## src/rtl/enigma_pkg.sv

```systemverilog
// -----------------------------------------------------------------------------
// enigma_pkg
//   Definitions shared by the Enigma UART receive/transmit path and benches.
//   - UART_CLKS_PER_BIT_DEFAULT : 115200 baud at a 12 MHz system clock
//   - uart_rx_state_t           : UART framing FSM states
//   - maj3                      : 2-of-3 majority vote
// -----------------------------------------------------------------------------
package enigma_pkg;

    localparam int UART_CLKS_PER_BIT_DEFAULT = 104;

    typedef enum logic [2:0] {
        IDLE  = 3'd0,
        START = 3'd1,
        DATA  = 3'd2,
        STOP  = 3'd3,
        BREAK = 3'd4
    } uart_rx_state_t;

    function automatic logic maj3(input logic a, input logic b, input logic c);
        return (a & b) | (a & c) | (b & c);
    endfunction

endpackage

```

## src/rtl/sync_2ff.sv

```systemverilog
// -----------------------------------------------------------------------------
// sync_2ff
//   Two-flop synchroniser for a single asynchronous input.
//   Ports:
//     clk    in  destination clock
//     rst_n  in  asynchronous active-low reset (both flops load RESET_VAL)
//     i_d    in  asynchronous input
//     o_q    out synchronised level, 2 clk cycles behind i_d
// -----------------------------------------------------------------------------
module sync_2ff #(
    parameter logic RESET_VAL = 1'b1
) (
    input  logic clk,
    input  logic rst_n,
    input  logic i_d,
    output logic o_q
);

    logic r_meta;
    logic r_sync;

    always_ff @(posedge clk or negedge rst_n) begin
        if (!rst_n) begin
            r_meta <= RESET_VAL;
            r_sync <= RESET_VAL;
        end else begin
            r_meta <= i_d;
            r_sync <= r_meta;
        end
    end

    assign o_q = r_sync;

endmodule

```

## src/rtl/uart_byte_rx.sv

```systemverilog
// -----------------------------------------------------------------------------
// uart_byte_rx
//   8N1 UART receiver: deserialises frames on rxd into bytes and offers them
//   through a one-entry holding register with a valid/ready handshake.
//
//   Ports:
//     clk        in   system clock, rising edge
//     rst_n      in   asynchronous active-low reset
//     rxd        in   raw serial line (asynchronous, idle high)
//     rx_data    out  [7:0] received byte, stable while rx_valid=1
//     rx_valid   out  holding register full
//     rx_ready   in   consumer accepts the byte on rx_valid & rx_ready
//     frame_err  out  one-cycle pulse, stop bit sampled low
//     overrun    out  one-cycle pulse, byte completed while holding register
//                     full and not being drained (new byte dropped)
//     rx_busy    out  high from start-bit detection until back in IDLE
//     dbg_state  out  [2:0] current FSM state (uart_rx_state_t encoding)
//
//   Handshake: a transfer happens on every cycle with rx_valid & rx_ready.
//   rx_data never changes while rx_valid=1 unless a transfer happens in that
//   cycle; rx_valid drops the cycle after a transfer unless a new byte is
//   loaded in the same cycle. rx_ready may be tied high.
//
//   Build option UART_RX_MAJORITY_EN: every start/data/stop sample becomes a
//   2-of-3 vote over the synchronised line at nominal-1, nominal, nominal+1.
//   The decision is taken one cycle after the nominal point while the bit
//   counter keeps its nominal phase, so sample spacing does not drift.
// -----------------------------------------------------------------------------
module uart_byte_rx
    import enigma_pkg::*;
#(
    parameter int CLKS_PER_BIT = UART_CLKS_PER_BIT_DEFAULT
) (
    input  logic       clk,
    input  logic       rst_n,
    input  logic       rxd,
    output logic [7:0] rx_data,
    output logic       rx_valid,
    input  logic       rx_ready,
    output logic       frame_err,
    output logic       overrun,
    output logic       rx_busy,
    output logic [2:0] dbg_state
);

    localparam int CW = $clog2(CLKS_PER_BIT);
    localparam logic [CW-1:0] HALF_LAST = CW'(CLKS_PER_BIT / 2 - 1);
    localparam logic [CW-1:0] FULL_LAST = CW'(CLKS_PER_BIT - 1);

    // ---------------------------------------------------------------- sync
    logic w_rxs;

    sync_2ff #(
        .RESET_VAL (1'b1)
    ) u_sync (
        .clk   (clk),
        .rst_n (rst_n),
        .i_d   (rxd),
        .o_q   (w_rxs)
    );

    // ------------------------------------------------------------- signals
    uart_rx_state_t r_state;
    uart_rx_state_t w_state_nxt;

    logic [CW-1:0] r_cnt;
    logic [2:0]    r_bit_idx;
    logic [7:0]    r_shift;
    logic [7:0]    r_data;
    logic          r_valid;
    logic          r_ferr;
    logic          r_ovr;

    logic w_timing;    // a bit period is being timed (START/DATA/STOP)
    logic w_tick;      // nominal sample point reached
    logic w_decide;    // sample decision taken this cycle
    logic w_bit;       // sampled bit value used by the decision
    logic w_shift_en;
    logic w_done;
    logic w_ferr_set;

    // START waits half a bit, DATA/STOP wait a full bit.
    assign w_tick = w_timing &&
                    ((r_state == START) ? (r_cnt == HALF_LAST) : (r_cnt == FULL_LAST));

`ifdef UART_RX_MAJORITY_EN
    logic r_rxs_d1;
    logic r_rxs_d2;
    logic r_pend;

    // r_pend marks the cycle after the nominal point, when the three-sample
    // window (d2 = nominal-1, d1 = nominal, w_rxs = nominal+1) is complete.
    always_ff @(posedge clk or negedge rst_n) begin
        if (!rst_n) begin
            r_rxs_d1 <= 1'b1;
            r_rxs_d2 <= 1'b1;
            r_pend   <= 1'b0;
        end else begin
            r_rxs_d1 <= w_rxs;
            r_rxs_d2 <= r_rxs_d1;
            r_pend   <= w_tick;
        end
    end

    assign w_decide = r_pend;
    assign w_bit    = maj3(r_rxs_d2, r_rxs_d1, w_rxs);
`else
    assign w_decide = w_tick;
    assign w_bit    = w_rxs;
`endif

    // ------------------------------------------------------ state register
    always_ff @(posedge clk or negedge rst_n) begin
        if (!rst_n) begin
            r_state <= IDLE;
        end else begin
            r_state <= w_state_nxt;
        end
    end

    // ---------------------------------------------------------- next state
    always_comb begin
        w_state_nxt = r_state;
        case (r_state)
            IDLE:    if (!w_rxs) w_state_nxt = START;
            START:   if (w_decide) w_state_nxt = w_bit ? IDLE : DATA;
            DATA:    if (w_decide && (r_bit_idx == 3'd7)) w_state_nxt = STOP;
            // A good stop bit returns straight to IDLE so a back-to-back
            // start edge is seen half a bit later.
            STOP:    if (w_decide) w_state_nxt = w_bit ? IDLE : BREAK;
            BREAK:   if (w_rxs) w_state_nxt = IDLE;
            default: w_state_nxt = IDLE;
        endcase
    end

    // ------------------------------------------------------------- outputs
    always_comb begin
        w_timing   = (r_state == START) || (r_state == DATA) || (r_state == STOP);
        rx_busy    = (r_state != IDLE);
        w_shift_en = (r_state == DATA) && w_decide;
        w_done     = (r_state == STOP) && w_decide && w_bit;
        w_ferr_set = (r_state == STOP) && w_decide && !w_bit;
    end

    // -------------------------------------------------- counters and shift
    always_ff @(posedge clk or negedge rst_n) begin
        if (!rst_n) begin
            r_cnt     <= '0;
            r_bit_idx <= '0;
            r_shift   <= '0;
        end else begin
            // Counter restarts at every nominal sample point so each later
            // sample lands mid-bit.
            if (!w_timing || w_tick) begin
                r_cnt <= '0;
            end else begin
                r_cnt <= r_cnt + 1'b1;
            end

            if ((r_state == START) && w_decide) begin
                r_bit_idx <= '0;
            end else if (w_shift_en) begin
                r_bit_idx <= r_bit_idx + 1'b1;
            end

            // LSB arrives first, so shift in from the top.
            if (w_shift_en) begin
                r_shift <= {w_bit, r_shift[7:1]};
            end
        end
    end

    // --------------------------------------------------- holding register
    always_ff @(posedge clk or negedge rst_n) begin
        if (!rst_n) begin
            r_data  <= '0;
            r_valid <= 1'b0;
            r_ferr  <= 1'b0;
            r_ovr   <= 1'b0;
        end else begin
            r_ferr <= w_ferr_set;
            r_ovr  <= 1'b0;
            if (w_done) begin
                if (!r_valid || rx_ready) begin
                    r_data  <= r_shift;
                    r_valid <= 1'b1;
                end else begin
                    r_ovr <= 1'b1;
                end
            end else if (r_valid && rx_ready) begin
                r_valid <= 1'b0;
            end
        end
    end

    assign rx_data   = r_data;
    assign rx_valid  = r_valid;
    assign frame_err = r_ferr;
    assign overrun   = r_ovr;
    assign dbg_state = r_state;

endmodule

```

## config.mk

```make
export PLATFORM = sky130hd
export DESIGN_NAME = uart_byte_rx
export DESIGN_NICKNAME = d
export VERILOG_FILES = /design/src/rtl/enigma_pkg.sv /design/src/rtl/sync_2ff.sv /design/src/rtl/uart_byte_rx.sv
export SDC_FILE = /design/constraint.sdc
export NUM_CORES = 1
export LEC_CHECK = 0
export CAP_MARGIN = 20
export CORE_ASPECT_RATIO = 1.75
export CORE_MARGIN = 2
export CORE_UTILIZATION = 50
export DETAILED_ROUTE_END_ITERATION = 10
export PLACE_DENSITY = 0.85
export SETUP_SLACK_MARGIN = 0.05
export SLEW_MARGIN = 10
export SYNTH_ARGS = -nofsm -noshare
export SYNTH_HDL_FRONTEND = slang
export SYNTH_SLANG_ARGS = --single-unit
```

## constraint.sdc

```tcl
create_clock -name clk -period 3.3 [get_ports clk]
set_input_delay 0.33 -clock clk [delete_from_list [all_inputs] [get_ports clk]]
set_output_delay 0.33 -clock clk [all_outputs]
set_load 0.05 [all_outputs]
```

; ---- After elaboration in Yosys (flattened, before gate mapping)
; Cells that the tools add are included.
[word_totals]
input_bits = 4
regBits = 34
mem_count = 0
ramBits = 0
out_inout_bits = 15
latch_bits = 0
word_cells = 64
rom_bits = 0
[op_classes]
n_shift = 0
n_reduce_logical = 22
n_div = 0
n_eq_ne = 13
n_bitwise = 0
n_mux = 17
multipliers = 0
n_lt_le_gt_ge = 0
addsub = 2
[ops]
columns = operator, n
row1 = two-way mux 3 bit, 8
row2 = case mux 3 bit (5 select lines), 1
row3 = logical AND 1 bit, 8
row4 = inequality test 2 bit (second input constant), 4
row5 = adder 7 x 1 -> 7 bit (second input constant), 1
row6 = equality test 7 x 6 -> 1 bit (second input constant), 1
row7 = equality test 7 bit (second input constant), 1
row8 = two-way mux 7 bit, 1
row9 = equality test 3 x 2 -> 1 bit (second input constant), 2
row10 = equality test 3 bit (second input constant), 2
row11 = two-way mux 1 bit, 6
row12 = AND reduction 5 bit, 1
row13 = logical OR 1 bit, 4
row14 = inequality test 2 x 1 -> 1 bit (second input constant), 2
row15 = AND reduction 2 bit, 2
row16 = nonzero test 2 bit, 2
row17 = adder 3 x 1 -> 3 bit (second input constant), 1
row18 = equality test 3 x 1 -> 1 bit (second input constant), 1
row19 = zero test 1 bit, 3
row20 = zero test 3 bit, 1
row21 = nonzero test 3 bit, 1
row22 = two-way mux 2 bit, 1

; ---- Longest topological paths before layout
; Gate-level depths: netlist of run 1.
[depth]
word_depth = 8
ltp_mapped = 5

; ---- Hierarchy
; A second synthesis of run 1 with hierarchy kept.
[hier_totals]
hier_cells = 111
hier_area_um2 = 1477.7
[by_module_without_submodules]
columns = mod, seq_area_each_um2, n_inst, area_per_inst_um2, cells_each
row1 = uart_byte_rx, 800.8, 1, 1425.1, 109
row2 = sync_2ff, 52.6, 1, 52.6, 2

; ---- Worst setup path after synthesis of run 1
; OpenSTA, ideal clock, no wires.
[synth_path]
kind = register to register
start = register r_state[1] (netlist: dbg_state[1])
end = register r_data[0] (netlist: rx_data[0])
path_stages_with_launch = 5
path_slack_ns = 1.284
n_path_buf = 1
setup_ns = 0.125
arrival_time_ns = 1.892
required_ns = 3.175
path_cell_list = dfrtp_1 buf_4 nand4b_4 nor4b_4 mux2_2
[synth_between]
elab_chain_len = 7
elab_cells_between_ends = 10
cone_classes = 3 x eq/ne / 1 x mux / 6 x reduce/logical
[synth_lines]
columns = element, line
row1 = start: declaration, uart_byte_rx.sv:63  ; uart_rx_state_t r_state;
row2 = start signal: assignment, uart_byte_rx.sv:117  ; r_state <= w_state_nxt;
row3 = equality test 3 x 1 -> 1 bit or equality test 3 x 2 -> 1 bit (tied branches), "uart_byte_rx.sv:84, uart_byte_rx.sv:138"
row4 = logical OR 1 bit (2 in series), uart_byte_rx.sv:138  ; w_timing = (r_state == START) || (r_state == DATA) || (r_state == STOP);
row5 = logical AND 1 bit, uart_byte_rx.sv:83  ; assign w_tick = w_timing &&
row6 = logical AND 1 bit * (2 in series), uart_byte_rx.sv:141  ; w_done = (r_state == STOP) && w_decide && w_bit;
row7 = AND reduction 2 bit (no source line) *, n/a
row8 = end signal: assignment, uart_byte_rx.sv:185  ; r_data <= r_shift;
row9 = end: declaration, uart_byte_rx.sv:69  ; logic [7:0] r_data;
; Mark *: on every way between the ends. The rest lies on a longest branch, timed or not.
; A chain may end at the register's enable or synchronous reset.

; ---- Worst setup path after layout of run 1
[layout_path]
start = register r_state[0] (netlist: dbg_state[0])
end = output port rx_busy
[layout_between]
elab_chain_len = 1
[layout_lines]
columns = element, line
row1 = nonzero test 3 bit, uart_byte_rx.sv:139  ; rx_busy = (r_state != IDLE);
row2 = end: declaration, uart_byte_rx.sv:42  ; output logic rx_busy,
; Every way passes these cells.

==> flow_metrics.py, run 1 <==
metrics = {
    "setup_path": {
        "worst-r2r-cell-count": 4,
        "start_kind": "flop",
        "startpoint": "dbg_state[0]",
        "r2r-start": "r_cnt[0]",
        "end_kind": "output port",
        "required_ns": 2.97,
        "worstPathMaxFanout": 13,
        "criticalPathCategory": "flop to output port",
        "cp.arrival_ns": 1.95,
    },
    "logic_synthesis": {
        "yosys.area.top_type_share_pct": 51.9,
        "synth_cell_types": 39,
        "ys_warn_count": 0,
        "ys_seq_elements": 34,
        "synth_area_leaders": "dfrtp_1 (52%), mux2_2 (12%), dfstp_2 (3.4%)",
        "syn-num-nets": 127,
        "syn_inst": 120,
        "ys.flop_type": "dfrtp_1",
        "synth.avg_cell_area_um2": 12.9,
        "synth_edf_count": 0,
        "synth_top_area_cell": "dfrtp_1",
        "synthArstFlopShare_pct": 100,
        "syn_area_mm2": 0.00154,
        "synth-seq-area-share_pct": 55.3,
    },
    "detailed_routing": {
        "vias": 1028,
        "drc": 0,
        "totalWireLength_mm": 2.90,
        "first_pass_iters": 4,
        "ant_nets": 0,
        "drt-initial-drc-count": 25,
        "vias_per_cell": 6.01,
        "wl_per_cell_um": 16.9,
    },
    "place": {
        "hpwl_mm": 2.16,
        "dpl_cell_area_mm2": 0.00174,
        "port_buffers": 18,
        "gp_congestion": 0.837,
        "place_ws_ns": 1.24,
    },
    "die": {
        "dieArea_mm2": 0.00357,
        "die_w_um": 46.0,
        "rows": 26,
        "die_h_um": 77.5,
        "core_mm2": 0.00293,
        "start_util_pct": 52.7,
        "boundaryPins": 19,
    },
    "run_status": {
        "status": "complete, no violations",
    },
    "cells_and_area": {
        "utilization_pct": 62.8,
        "nNetsFinal": 149,
        "antenna_cells": 0,
        "syn_to_final_growth_pct": 19.0,
        "nFillCells": 237,
        "drive_gt1_share_pct": 21.7,
        "final_cell_area_mm2": 0.00184,
    },
    "timing": {
        "fin_crit_ns": 2.28,
        "skew_ns": 0.00495,
        "hold_viol": 0,
        "slew-limit-headroom_pct": 62.1,
        "setup_tns_ns": 0,
        "slew_violations": 0,
        "max_freq_mhz": 439,
        "fin_crit_sh_pct": 69.0,
        "setup_violations": 0,
        "rsz0062_at_grt": "no",
        "setup_ws_ns": 1.02,
        "tightest_slew_ns": 0.566,
    },
    "power": {
        "power_leakage_nw": 0.886,
        "switching_share_pct": 20.7,
        "clkPwrFrac_pct": 41.9,
        "power_density_mw_per_mm2": 406,
        "seq_power_share_pct": 56.4,
        "p_int_mw": 0.591,
        "vdd_drop_max_mv": 0.394,
        "combPwrFrac_pct": 1.7,
        "netSwitchingPower_mw": 0.155,
        "total_power_mw": 0.745,
    },
    "global_route": {
        "gr-total-overflow": 0,
        "grt_max_degree": 35,
        "grt_usage_pct": 18.8,
        "grt_pass1_wl_mm": 4.77,
        "antenna_found_initial": 0,
        "grt_pass1_vias": 1034,
    },
    "hold_path": {
        "holdPathStages": 0,
        "hold_path.startpoint": "u_sync.r_meta",
        "holdCritPathClass": "flop to flop",
    },
    "clock_tree": {
        "cts_setup_buffers": 0,
        "clk_latency_ns": 0.28,
        "cts_buffer_depth": 2,
        "hold_buffers": 0,
        "path_clk_slew_ns": 0.07,
        "cts_made_buffers": 5,
        "clockRootBuffer": "clkbuf_8",
        "cts_sinks": 34,
        "htreeDepth": 2,
        "post_cts_resized": 0,
        "cts_tree": "yes",
    },
    "flow_run": {
        "maxCapViolCount": 0,
    },
}
-- layer usage --
| layer | share of wire [%] | track usage [%] |
|---|---|---|
| met5 | 0 | 0 |
| met4 | 1.8 | 7.71 |
| met3 | 4.1 | 4.88 |
| met2 | 57 | 33.6 |
| met1 | 37 | 19.1 |
-- cell families (layout without fill, tap and decap cells) --
| logic type | Yosys count | after routing | share of synthesized area (%) |
|---|---|---|---|
| AOI/OAI and AO/OA | 20 | 20 | 8.83 |
| and+or+nand+nor | 36 | 36 | 17.6 |
| xor gates and xnor gates | 3 | 3 | 1.70 |
| buffers and inverters | 8 | 31 | 2.51 |
| DFF | 34 | 34 | 55.3 |
| adders and majority gates | 3 | 3 | 2.43 |
| muxes | 16 | 16 | 11.7 |
-- stage by stage --
stage | std cells | hold WS (ns)
detailed placement | 163 | 0.351
floorplan | 120 | 0.0344
CTS | 171 | 0.361
global placement | 163 | 0.346
finish | 171 | 0.360
global route | 171 | 0.365
-- registers in the layout (all words and copies together), names as in the netlist --
signal and cells:
rx_valid 1, dbg_state 3, u_sync.r_meta 1, u_sync.o_q 1, rx_data 8, r_cnt 7
overrun 1, r_shift 8, r_bit_idx 3, frame_err 1
-- Yosys cell counts (2+ instances only) --
master / count
nand2b_1: 3
or3_1: 4
a211o_1: 2
o21ai_0: 3
mux2_2: 16
nand3_1: 4
o22a_1: 2
xor2_1: 2
buf_4: 2
and2_1: 2
nand3b_1: 2
a21oi_1: 5
a211oi_1: 2
inv_1: 4
nand2_1: 4
and4b_1: 2
ha_1: 3
dfrtp_1: 32
dfstp_2: 2
a22oi_1: 2
nor4_1: 2
nor2_1: 3
-- power groups by stage --
| stage | logic (mW) | registers, mW | clock network [mW] |
|---|---|---|---|
| finish | 0.0128 | 0.420 | 0.312 |
| detailed placement | 0.0136 | 0.428 | 0 |
| global route | 0.0152 | 0.420 | 0.338 |
| CTS | 0.0136 | 0.420 | 0.319 |
| floorplan | 0.00114 | 0.428 | 0 |
| global placement | 0.0130 | 0.428 | 0 |
-- final cells by class --
class	instances	area, um2	area share, %
sequential	34	853	46.4
inverter	4	15.0	0.817
tap	28	35.0	1.91
clock inverter	2	12.5	0.681
timing repair buffer	19	188	10.2
multi-input combinational	78	652	35.5
clock buffer	6	82.6	4.49
-- critical path, stage by stage (launching register included) --
cell	delay (ns)
dfrtp_1	0.53
or3_1	0.42
clkdlybuf4s50_1	0.70
-- layout by cell type, fill, tap and decap left out, types with 2 or more instances in the layout --
master / count
a211o_1: 2
a211oi_1: 2
a21oi_1: 5
a22oi_1: 2
and2_1: 2
and4b_1: 2
clkbuf_8: 6
clkdlybuf4s50_1: 18
dfrtp_1: 32
dfstp_2: 2
ha_1: 3
inv_1: 4
mux2_2: 16
nand2_1: 4
nand2b_1: 3
nand3_1: 4
nand3b_1: 2
nor2_1: 3
nor4_1: 2
o21ai_0: 3
o22a_1: 2
or3_1: 4
xor2_1: 2
-- worst paths after layout --
check	endpoint	slack (ns)
max in group asynchronous	u_sync.r_meta	2.52
setup / recovery	rx_busy	1.02
min in group asynchronous	dbg_state[0]	0.45
setup reg to reg	rx_data[5]	1.23
hold reg to reg	u_sync.o_q	0.36
hold / removal	u_sync.o_q	0.36
Power figures use the tool's default switching activity.
==> run 2: changes to the inputs <==
clock period = 2.25 ns   (was 3.3 ns; I/O delays follow)
==> run 2 against run 1 <==
Against the previous run: via count up 3.4%; critical path type unchanged; die area unchanged; design area up 2.7%.
==> flow_metrics.py, run 2 (synthesized netlist as in run 1, its figures left out) <==
metrics = {
    "clock_tree": {
        "hold_buffers": 0,
        "cts_sinks": 34,
        "cts_buffer_depth": 2,
        "clockRootBuffer": "clkbuf_8",
        "path_clk_slew_ns": 0.07,
        "clk_latency_ns": 0.29,
        "cts_setup_buffers": 0,
        "cts_made_buffers": 5,
        "htreeDepth": 2,
        "post_cts_resized": 0,
        "cts_tree": "yes",
    },
    "timing": {
        "slew_violations": 0,
        "fin_crit_ns": 2.12,
        "setup_violations": 0,
        "fin_crit_sh_pct": 94.2,
        "hold_viol": 0,
        "slew-limit-headroom_pct": 59.8,
        "setup_tns_ns": 0,
        "rsz0062_at_grt": "no",
        "tightest_slew_ns": 0.601,
        "skew_ns": 0.00803,
        "setup_ws_ns": 0.129,
        "max_freq_mhz": 472,
        "hold_ws_ns": 0.334,
    },
    "power": {
        "power_density_mw_per_mm2": 694,
        "vdd_drop_max_mv": 0.580,
        "power_leakage_nw": 0.912,
        "total_power_mw": 1.31,
    },
    "place": {
        "dpl_cell_area_mm2": 0.00175,
        "gp_congestion": 0.856,
        "port_buffers": 18,
        "hpwl_mm": 2.13,
        "placed_cells": 164,
        "place_ws_ns": 0.191,
    },
    "detailed_routing": {
        "wl_per_cell_um": 17.0,
        "met3_length_um": 103,
        "wl_met1_mm": 1.11,
        "drc": 0,
        "vias": 1063,
        "drt-initial-drc-count": 25,
        "totalWireLength_mm": 2.92,
        "ant_nets": 0,
        "first_pass_iters": 4,
        "met2_length_mm": 1.60,
        "vias_per_cell": 6.18,
        "highest_layer": "met4",
    },
    "global_route": {
        "gr-total-overflow": 0,
        "grt_usage_pct": 18.6,
        "antenna_found_initial": 0,
        "grt_max_degree": 35,
        "grt_pass1_vias": 1097,
        "grt_pass1_wl_mm": 4.79,
    },
    "setup_path": {
        "criticalPathCategory": "flop to output port",
        "cp.arrival_ns": 1.90,
        "start_kind": "flop",
        "worst-r2r-cell-count": 4,
        "end_kind": "output port",
        "r2r-start": "r_cnt[0]",
        "reg2reg_slack_ns": 0.19,
        "r2r_end": "rx_data[6]",
        "worstPathMaxFanout": 11,
        "required_ns": 2.03,
    },
    "cells_and_area": {
        "final_cell_area_mm2": 0.00189,
        "nNetsFinal": 150,
        "final_common_cell": "dfrtp_1",
        "utilization_pct": 64.5,
        "stdcell_count": 172,
        "multi_input_area_um2": 652,
        "drive_gt1_share_pct": 22.2,
        "seq_area_um2": 853,
        "nFillCells": 215,
        "syn_to_final_growth_pct": 22.3,
        "mostFrequentLayoutCells": "dfrtp_1 (32), clkdlybuf4s50_1 (18), mux2_2 (16)",
        "antenna_cells": 0,
    },
    "die": {
        "rows": 26,
        "die_h_um": 77.5,
        "core_mm2": 0.00293,
        "die_w_um": 46.0,
        "boundaryPins": 19,
        "start_util_pct": 52.7,
        "dieArea_mm2": 0.00357,
    },
    "run_status": {
        "status": "complete, no violations",
    },
    "hold_path": {
        "holdCritPathClass": "input port to asynchronous set/reset pin",
    },
    "flow_run": {
        "maxCapViolCount": 0,
    },
}
[run 2: per-layer routing]
metal,global-route usage (%),vias to the layer above
met5,0,-
met4,10.9,0
met3,6.74,12
met2,30.4,23
met1,19.2,542
li1,-,486
[run 2: worst max path at each step]
| stage | from | endpoint | slack [ns] | cells after the start |
|---|---|---|---|---|
| after floorplan | dbg_state[1] | rx_data[0] | 0.23 | 4 |
| after global placement | r_cnt[0] | rx_data[6] | 0.31 | 4 |
| after detailed placement | r_cnt[0] | rx_data[6] | 0.19 | 4 |
| after CTS | dbg_state[1] | rx_busy | 0.12 | 2 |
| after global routing | dbg_state[1] | rx_busy | 0.06 | 2 |
| final | dbg_state[1] | rx_busy | 0.13 | 2 |
[run 2: layout make-up]
| cell class | count | share of cell area, % |
|---|---|---|
| sequential | 34 | 45.2 |
| multi-input combinational | 78 | 34.5 |
| timing repair buffer | 20 | 10.3 |
| clock buffer | 5 | 3.64 |
| clock inverter | 3 | 3.64 |
| tap | 28 | 1.86 |
| inverter | 4 | 0.795 |
[run 2: critical path, cell delays in order, from the launching register on]
cell	delay, ns
dfrtp_1	0.51
or3_1	0.39
clkdlybuf4s50_1	0.70
[run 2: where the power goes]
part	internal [mW]	switching (mW)
registers	0.614	0.00243
logic	0.00645	0.0127
clock network	0.444	0.230
==> variant: new RTL, settings of run 2 <==
`RESET_VAL` is set to 1'b1 in 2 places; all go to 1'b0.
--- a/src/rtl/sync_2ff.sv
+++ b/src/rtl/sync_2ff.sv
@@ -9,5 +9,5 @@
 // -----------------------------------------------------------------------------
 module sync_2ff #(
-    parameter logic RESET_VAL = 1'b1
+    parameter logic RESET_VAL = 1'b0
 ) (
     input  logic clk,
--- a/src/rtl/uart_byte_rx.sv
+++ b/src/rtl/uart_byte_rx.sv
@@ -52,5 +52,5 @@
 
     sync_2ff #(
-        .RESET_VAL (1'b1)
+        .RESET_VAL (1'b0)
     ) u_sync (
         .clk   (clk),
Behaviour: not the same (a bounded check fails within 4 cycles, from zero or initial values and one cycle with rst_n low).
==> variant against run 2 <==
Sequential power about the same. Final area decreased by 2.6%. Area after synthesis decreased by 0.16%. Synthesized cell count unchanged. Sequential cell count unchanged. Total power decreased by 17%. Die area decreased by 0.15%. Cell count unchanged. Setup slack improved by 0.021 ns. Routed wire length decreased by 3.4%. First-iteration DRC count decreased by 8.0%. Critical endpoint unchanged. Largest cell class unchanged. Largest power group is now sequential cells.
==> variant: results (changes against run 2) <==
- Status: complete, no violations
- Clock skew: 0.00692 ns (-0.00111 ns)
- First DRT Iteration DRCs: 23 (-8.0%)
- Filler cells: 227 (+5.6%)
- Final WL: 2820 µm (-3.4%)
- Headroom to the max-slew limit: 54.2% (-5.6 points)
- Skew-Pair Late Insertion Delay: 0.29 ns (about the same)
- DR vias/cell: 5.95 (-3.8%)
- Leakage power: 0.894 nW (-2.0%)
- Post-synth cell types: 38 (-2.6%)
- Clock Pin Slew Worst Setup and Hold Paths: ~0.060 ns
- Commonest cells in the netlist: dfrtp_1, mux2_2, a21oi_1
- First-pass GRT wire length: 4750 µm (-0.71%)
- Seq/Total Area, Yosys: 55.2% (-0.073 points)
- DR vias: 1023 (-3.8%)
- RePlAce Congestion: 0.824 (-3.8%)
- DP Worst Slack: 0.207 ns (+0.0153 ns)
- Clock root buffer: clkbuf_8
- Area contributors post-synth: dfrtp_1, mux2_2, ha_1
- All-Layer GR Usage: 18.7% (+0.091 points)
- Routing usage on met3: 6.98% (+0.23 points)
- Final period utilization: 93.3% (-0.93 points)
- Met1 Use GR: 20.7% (+1.4 points)
- Detail Placement HPWL: 2090 µm (-1.6%)
- Share of cells above drive strength 1: 20.1% (-2.1 points)
- Vias in the first global route: 1057 (-3.6%)
- Worst IR Drop VDD: 461 µV (-20%)
- Met2 usage in global routing: 30.7% (+0.28 points)
- Synthesized Nets: 127 (unchanged)
- Router iterations before antenna repair: 4 (unchanged)
- Post-CTS resize count: 0 (unchanged)
-- variant: through the flow --
step	area, µm²	hold slack [ns]
after floorplan	1540	-0.0706
after global placement	1750	0.336
after detailed placement	1750	0.335
after CTS	1840	0.349
after global routing	1840	0.361
final	1840	0.341
-- variant: final cells by class --
type | instances | area, µm² | share of cell area [%]
flip-flops and latches | 34 | 851 | 46.3
multi-input cells | 78 | 652 | 35.4
repair buffers | 20 | 195 | 10.6
clock buffers | 7 | 86.3 | 4.69
well taps | 28 | 35.0 | 1.90
inverters | 4 | 15.0 | 0.816
clock inverters | 1 | 5.00 | 0.272
-- variant: final timing paths --
kind | from | to | cells after the start
setup / recovery | dbg_state[1] | rx_busy | 2
hold / removal | rst_n | frame_err | 2
setup reg to reg | r_cnt[0] | rx_data[7] | 4
hold reg to reg | u_sync.r_meta | u_sync.o_q | 0
max in group asynchronous | rst_n | rx_data[3] | 2
min in group clk | u_sync.r_meta | u_sync.o_q | 0
-- variant: logic make-up after synthesis --
logic type | count (synthesis) | share of synthesized area [%]
fa+ha+maj | 3 | 2.44
compound gates | 20 | 8.85
mux | 16 | 11.7
simple gates | 36 | 17.6
buf+inv | 8 | 2.52
flops | 34 | 55.2
xor+xnor | 3 | 1.70
-- variant: layer usage --
| metal | routed length (µm) | vias to the layer above | part of all wire [%] |
|---|---|---|---|
| li1 | - | 488 | - |
| met1 | 1050 | 507 | 37 |
| met2 | 1610 | 23 | 57 |
| met3 | 114 | 5 | 4.0 |
| met4 | 44 | 0 | 1.6 |
| met5 | 0 | - | 0 |
-- variant: report_power, final --
group | leakage (nW) | internal [mW] | switching, mW
Combinational | 0.390 | 0.00642 | 0.0124
Sequential | 0.456 | 0.613 | 0.00198
Clock | 0.0482 | 0.246 | 0.208
